$ cat src/rtl/dual_issue_scheduler.sv
// In-order dual-issue scheduler: buffers one decoded pair, tracks pending writes in a
// per-register latency scoreboard, issues to even/odd pipes. Optional SCHED_STALL_COUNT_EN adds stall_cnt_o.
module dual_issue_scheduler #(
   parameter int NUM_REGS = 128,
   parameter int LAT_W    = 3,
   parameter int OP_W     = 8,
   parameter logic [OP_W-1:0] NO_OPERATION_EXECUTE = 8'h01,
   parameter logic [OP_W-1:0] NO_OPERATION_LOAD    = 8'h02,
   localparam int AW = $clog2(NUM_REGS)
) (
   input  logic            clock_i,
   input  logic            reset_i,
   input  logic            flush_i,
   input  logic            in_valid_i,
   output logic            in_ready_o,
   input  logic            s0_vld_i,
   input  logic            s0_pipe_i,
   input  logic [OP_W-1:0] s0_op_i,
   input  logic [AW-1:0]   s0_rt_i,
   input  logic [AW-1:0]   s0_ra_i,
   input  logic [AW-1:0]   s0_rb_i,
   input  logic [AW-1:0]   s0_rc_i,
   input  logic            s0_use_ra_i,
   input  logic            s0_use_rb_i,
   input  logic            s0_use_rc_i,
   input  logic            s0_wr_i,
   input  logic [LAT_W-1:0] s0_lat_i,
   input  logic            s1_vld_i,
   input  logic            s1_pipe_i,
   input  logic [OP_W-1:0] s1_op_i,
   input  logic [AW-1:0]   s1_rt_i,
   input  logic [AW-1:0]   s1_ra_i,
   input  logic [AW-1:0]   s1_rb_i,
   input  logic [AW-1:0]   s1_rc_i,
   input  logic            s1_use_ra_i,
   input  logic            s1_use_rb_i,
   input  logic            s1_use_rc_i,
   input  logic            s1_wr_i,
   input  logic [LAT_W-1:0] s1_lat_i,
   output logic            ep_valid_o,
   output logic [OP_W-1:0] ep_op_o,
   output logic [AW-1:0]   ep_rt_o,
   output logic [AW-1:0]   ep_ra_o,
   output logic [AW-1:0]   ep_rb_o,
   output logic [AW-1:0]   ep_rc_o,
`ifdef SCHED_STALL_COUNT_EN
   output logic [31:0]     stall_cnt_o,
`endif
   output logic            op_valid_o,
   output logic [OP_W-1:0] op_op_o,
   output logic [AW-1:0]   op_rt_o,
   output logic [AW-1:0]   op_ra_o,
   output logic [AW-1:0]   op_rb_o
);

   typedef enum logic [1:0] {EMPTY, PAIR, SECOND} state_t;

   typedef struct packed {
      logic            pipe;
      logic [OP_W-1:0] op;
      logic [AW-1:0]   rt, ra, rb, rc;
      logic            use_ra, use_rb, use_rc, wr;
      logic [LAT_W-1:0] lat;
   } slot_t;

   typedef struct packed {
      logic            valid;
      logic [OP_W-1:0] op;
      logic [AW-1:0]   rt, ra, rb, rc;
   } out_t;

   localparam out_t EP_IDLE = '{valid: 1'b0, op: NO_OPERATION_EXECUTE, default: '0};
   localparam out_t OP_IDLE = '{valid: 1'b0, op: NO_OPERATION_LOAD, default: '0};

   state_t state_q, state_d;
   slot_t  in0, in1, b0_q, b0_d, b1_q, b1_d;
   logic   b1_vld_q, b1_vld_d;
   out_t   ep_q, ep_d, od_q, od_d;
   logic [LAT_W-1:0] cnt_q [NUM_REGS];
   logic [LAT_W-1:0] cnt_d [NUM_REGS];
   logic   free0, free1, clash, iss0, iss1, all_iss, accept;

   assign in0 = {s0_pipe_i, s0_op_i, s0_rt_i, s0_ra_i, s0_rb_i, s0_rc_i,
                 s0_use_ra_i, s0_use_rb_i, s0_use_rc_i, s0_wr_i, s0_lat_i};
   assign in1 = {s1_pipe_i, s1_op_i, s1_rt_i, s1_ra_i, s1_rb_i, s1_rc_i,
                 s1_use_ra_i, s1_use_rb_i, s1_use_rc_i, s1_wr_i, s1_lat_i};

   function automatic logic hz_free(slot_t s, logic [LAT_W-1:0] c_ra, logic [LAT_W-1:0] c_rb,
                                    logic [LAT_W-1:0] c_rc, logic [LAT_W-1:0] c_rt);
      return (!s.use_ra || c_ra == '0) && (!s.use_rb || c_rb == '0) &&
             (!s.use_rc || c_rc == '0) && (!s.wr || c_rt < s.lat);
   endfunction

   assign free0 = hz_free(b0_q, cnt_q[b0_q.ra], cnt_q[b0_q.rb], cnt_q[b0_q.rc], cnt_q[b0_q.rt]);
   assign free1 = hz_free(b1_q, cnt_q[b1_q.ra], cnt_q[b1_q.rb], cnt_q[b1_q.rc], cnt_q[b1_q.rt]);
   // Slot1 may not touch slot0's destination in the same cycle; the scoreboard is not yet loaded.
   assign clash = b0_q.wr && ((b1_q.use_ra && b1_q.ra == b0_q.rt) ||
                              (b1_q.use_rb && b1_q.rb == b0_q.rt) ||
                              (b1_q.use_rc && b1_q.rc == b0_q.rt) ||
                              (b1_q.wr && b1_q.rt == b0_q.rt));

   always_comb begin
      iss0 = 1'b0;
      iss1 = 1'b0;
      if (!flush_i) begin
         case (state_q)
            PAIR: begin
               iss0 = free0;
               iss1 = free0 && b1_vld_q && free1 && (b0_q.pipe != b1_q.pipe) && !clash;
            end
            SECOND:  iss1 = free1;
            default: ;
         endcase
      end
      all_iss    = ((state_q == PAIR) && iss0 && (!b1_vld_q || iss1)) ||
                   ((state_q == SECOND) && iss1);
      in_ready_o = !flush_i && ((state_q == EMPTY) || all_iss);
      accept     = in_valid_i && in_ready_o;
   end

   always_comb begin
      state_d  = state_q;
      b0_d     = b0_q;
      b1_d     = b1_q;
      b1_vld_d = b1_vld_q;
      if (flush_i) begin
         state_d  = EMPTY;
         b1_vld_d = 1'b0;
      end else if (accept && (s0_vld_i || s1_vld_i)) begin
         state_d  = PAIR;
         b0_d     = s0_vld_i ? in0 : in1;
         b1_d     = in1;
         b1_vld_d = s0_vld_i && s1_vld_i;
      end else if (accept || all_iss) begin
         state_d  = EMPTY;
         b1_vld_d = 1'b0;
      end else if ((state_q == PAIR) && iss0) begin
         state_d = SECOND;
      end
   end

   always_comb begin
      ep_d = EP_IDLE;
      od_d = OP_IDLE;
      if (iss0 && !b0_q.pipe) ep_d = {1'b1, b0_q.op, b0_q.rt, b0_q.ra, b0_q.rb, b0_q.rc};
      else if (iss1 && !b1_q.pipe) ep_d = {1'b1, b1_q.op, b1_q.rt, b1_q.ra, b1_q.rb, b1_q.rc};
      if (iss0 && b0_q.pipe) od_d = {1'b1, b0_q.op, b0_q.rt, b0_q.ra, b0_q.rb, {AW{1'b0}}};
      else if (iss1 && b1_q.pipe) od_d = {1'b1, b1_q.op, b1_q.rt, b1_q.ra, b1_q.rb, {AW{1'b0}}};
   end

   always_comb begin
      for (int r = 0; r < NUM_REGS; r++)
         cnt_d[r] = (cnt_q[r] != '0) ? cnt_q[r] - LAT_W'(1) : cnt_q[r];
      if (iss0 && b0_q.wr) cnt_d[b0_q.rt] = b0_q.lat - LAT_W'(1);
      if (iss1 && b1_q.wr) cnt_d[b1_q.rt] = b1_q.lat - LAT_W'(1);
   end

   always_ff @(posedge clock_i or posedge reset_i) begin
      if (reset_i) begin
         state_q  <= EMPTY;
         b0_q     <= '0;
         b1_q     <= '0;
         b1_vld_q <= 1'b0;
         ep_q     <= EP_IDLE;
         od_q     <= OP_IDLE;
         for (int r = 0; r < NUM_REGS; r++) cnt_q[r] <= '0;
      end else begin
         state_q  <= state_d;
         b0_q     <= b0_d;
         b1_q     <= b1_d;
         b1_vld_q <= b1_vld_d;
         ep_q     <= ep_d;
         od_q     <= od_d;
         for (int r = 0; r < NUM_REGS; r++) cnt_q[r] <= cnt_d[r];
      end
   end

`ifdef SCHED_STALL_COUNT_EN
   logic [31:0] stall_q;
   always_ff @(posedge clock_i or posedge reset_i) begin
      if (reset_i) stall_q <= '0;
      else if ((state_q != EMPTY) && !iss0 && !iss1 && !flush_i) stall_q <= stall_q + 32'd1;
   end
   assign stall_cnt_o = stall_q;
`endif

   assign ep_valid_o = ep_q.valid;
   assign ep_op_o    = ep_q.op;
   assign ep_rt_o    = ep_q.rt;
   assign ep_ra_o    = ep_q.ra;
   assign ep_rb_o    = ep_q.rb;
   assign ep_rc_o    = ep_q.rc;
   assign op_valid_o = od_q.valid;
   assign op_op_o    = od_q.op;
   assign op_rt_o    = od_q.rt;
   assign op_ra_o    = od_q.ra;
   assign op_rb_o    = od_q.rb;

endmodule

$ cat config.mk
export PLATFORM = sky130hd
export DESIGN_NAME = dual_issue_scheduler
export DESIGN_NICKNAME = d
export VERILOG_FILES = /design/src/rtl/dual_issue_scheduler.sv
export SDC_FILE = /design/constraint.sdc
export NUM_CORES = 2
export LEC_CHECK = 0
export CAP_MARGIN = 20
export CORE_MARGIN = 2
export CORE_UTILIZATION = 47
export CTS_BUF_LIST = sky130_fd_sc_hd__clkbuf_4 sky130_fd_sc_hd__clkbuf_8
export CTS_CLUSTER_SIZE = 8
export DETAILED_ROUTE_END_ITERATION = 10
export HOLD_SLACK_MARGIN = 0.06
export PLACE_DENSITY = 0.67
export REMOVE_ABC_BUFFERS = 1
export SETUP_SLACK_MARGIN = 0.05
export SLEW_MARGIN = 20
export SYNTH_ARGS = -nofsm -noshare
export SYNTH_HDL_FRONTEND = slang
export SYNTH_SLANG_ARGS = --single-unit
$ cat constraint.sdc
create_clock -name clock_i -period 18.87 [get_ports clock_i]
set_clock_uncertainty 0.1 [all_clocks]
set_input_delay 3.774 -clock clock_i [delete_from_list [all_inputs] [get_ports clock_i]]
set_output_delay 3.774 -clock clock_i [all_outputs]
set_load 0.03 [all_outputs]
==> results.ini <==
[run_status]
outcome = complete, but fails checks
failed_checks = DRC

[drt]
totalWireLength_um = 274000
num_vias = 51400
route.detailed.drc = 4
drt_pass1_iterations = 11
routedWlPerCell_um = 39.2
post_drt_via_cell_ratio = 7.36
drt_iter0_drc = 8426
ant_nets = 0

[min_path]
worstHoldStart = b1_q[31]
min_path_type = reg2reg

[logic_synthesis]
synth_top_area_cell = dfrtp_1
synth-seq-cells = 542
yosysMostFrequentCell = mux2i_1
yosysUniqueCellTypes = 82
ys_warn_count = 0
syn_inst = 5494
synth_edf_count = 0
synth_flop_cell = dfrtp_1
yosys-top-cells-count = 780 x mux2i_1, 551 x inv_1, 540 x dfrtp_1
synth-async-reset-ratio_pct = 100
avgSynthCellArea_um2 = 9.68
synth_top_area_share_pct = 25.4
synthTopCellsByArea = dfrtp_1 25%, mux2i_1 15%, ha_1 9.2%
synthesis.area_mm2 = 0.0532
yosysSeqAreaShare_pct = 25.5

[place]
place_area_mm2 = 0.0557
dp_hpwl_um = 192000
portBuffers = 161
dp_slack_ns = 7.64
place_inst = 6776
routabilityCongestion = 1.10

[die]
core_area_mm2 = 0.112
die_w_um = 340
die_area_mm2 = 0.116
rows = 123
die_h_um = 340
start_util_pct = 47.4
io_pins = 162

[critical_path]
rr_startpoint = b0_q[29]
cp_max_fo = 64
crit_path_end_kind = primary output
path_class = reg2out
cp_data_required_time_ns = 15.00
startpoint = b0_q[29]
arrival_ns = 8.72
cp-start-kind = flip-flop

[sta]
fin_crit_sh_pct = 66.7
setup_slack_ns = 6.28
grt_setup_unrepaired = false
hold_ws_ns = 0.401
setup_violations = 0
slew_headroom_pct = 9.36
hold_viol_final = 0
finalSetupTns_ns = 0
fmax_ghz = 0.0794
fin_crit_ns = 12.59
finalMaxSlewViolations = 0
worstMarginPinSlew_ns = 1.35

[cells_and_area]
fin_util_pct = 51.6
fillers = 10100
layout-drive-gt1-share_pct = 16.4
final_cell_area_mm2 = 0.0580
layout.nets = 5866
finalNonFillerCells = 6982
area_delta_synth_final_pct = 8.99

[global_routing]
grt_start_max_net_pins = 152
grt_pass1_wl_um = 383000
track_usage_pct = 46.0
grt_pass1_vias = 49500
antenna_found_initial = 30
overflow = 0

[job]
cap_violations = 0

[pwr]
powerDensity_mw_per_mm2 = 170
power.leakage_nw = 25.5
total_power_mw = 9.84
ir_drop_mv = 0.124

[clocking]
post_cts_resize_count = 0
cts_hold_buf = 0
clockRootBuffer = clkbuf_8
htree_levels = 3
cts_setup_buffers = 0
clock_sinks = 542
numCtsBuffers = 100
clk_path_buf_depth = 3
cts_tree = yes
clk_pin_slew_worst_paths_ns = 0.07
clk-insertion-delay-late_ns = 0.86

## per-layer routing
metal,GRT usage (%),vias up,part of all wire [%]
met2,63.4,4570,39
met3,19.6,1509,15
met5,1.31,-,0.13
met1,57.4,25200,37
met4,32.2,23,9.2
li1,-,20100,-
## flip-flops by register name, indices dropped and copies added, names as in the netlist
signal,flops
ep_rc_o,7
ep_ra_o,7
b0_q,44
state_q,2
op_rt_o,7
op_rb_o,7
op_op_o,8
cnt_q,384
b1_vld_q,1
op_ra_o,7
b1_q,44
ep_valid_o,1
ep_rt_o,7
ep_op_o,8
ep_rb_o,7
op_valid_o,1
## final timing paths
| path | slack [ns] | end | cells past startpoint |
|---|---|---|---|
| max reg2reg | 9.25 | b0_q[28] | 20 |
| max in group asynchronous | 12.37 | cnt_q[129] | 5 |
| min | 0.40 | b1_q[31] | 1 |
| min reg2reg | 0.40 | b1_q[31] | 1 |
| min in group asynchronous | 3.34 | cnt_q[299] | 2 |
| max | 6.28 | in_ready_o | 18 |
## cells in the final DEF, fill, tap and decap left out, drive strengths merged, types with 55 or more instances in the layout
cell           netlist  routed
a211oi              64      64
a21oi              129     129
a221oi              64      64
a22o                97      97
a22oi              155     155
a311oi              56      56
and4               129     129
buf                180     137
clkbuf             334     150
clkdlybuf4s50        0     160
dfrtp              540     540
ha                 393     393
inv                559     566
mux2               344     344
mux2i              780     780
mux4               217     217
nand2              103     103
nand3              172     172
nor2               212     212
nor3               296     296
nor4                55      55
o21ai               74      74
xnor2              145     145
## area by class of cell
type | count | area, um2 | share of cell area, %
inverter | 564 | 2130 | 3.67
multi-input combinational | 3874 | 35500 | 61.2
clock buffer | 150 | 1880 | 3.24
tap | 1500 | 1880 | 3.24
clock inverter | 32 | 305 | 0.526
timing repair buffer | 297 | 2640 | 4.55
sequential | 542 | 13600 | 23.5
antenna | 23 | 57.6 | 0.0993
## kinds of logic after synthesis
group,share of synthesized area [%]
compound gates,12.3
mux,31.1
buf+inv,8.19
flops,25.5
xor+xnor,2.62
simple gates,11.0
fa+ha+maj,9.24
## worst max-delay path: stages (launching register included)
cell and delay (ns):
dfrtp_4 0.77, buf_4 0.62, nand2_1 0.58, nor2_4 0.85, buf_4 0.55, a22oi_1 0.17
nand4_1 0.14, o21ai_0 0.09, o21ai_0 0.56, mux4_2 0.40, ha_1 0.24, o21a_1 0.17
o21ai_0 0.23, a32oi_1 0.10, a311oi_2 0.44, and2_4 0.66, nand2b_1 0.16, a21oi_1 0.27
clkdlybuf4s50_1 0.73
## power by group
| group | leakage, nW | switching (mW) | internal (mW) |
|---|---|---|---|
| clock | 1.17 | 0.586 | 0.685 |
| combinational | 17.5 | 3.42 | 2.41 |
| sequential | 6.76 | 1.21 | 1.53 |
(Power assumes the default switching activity.)
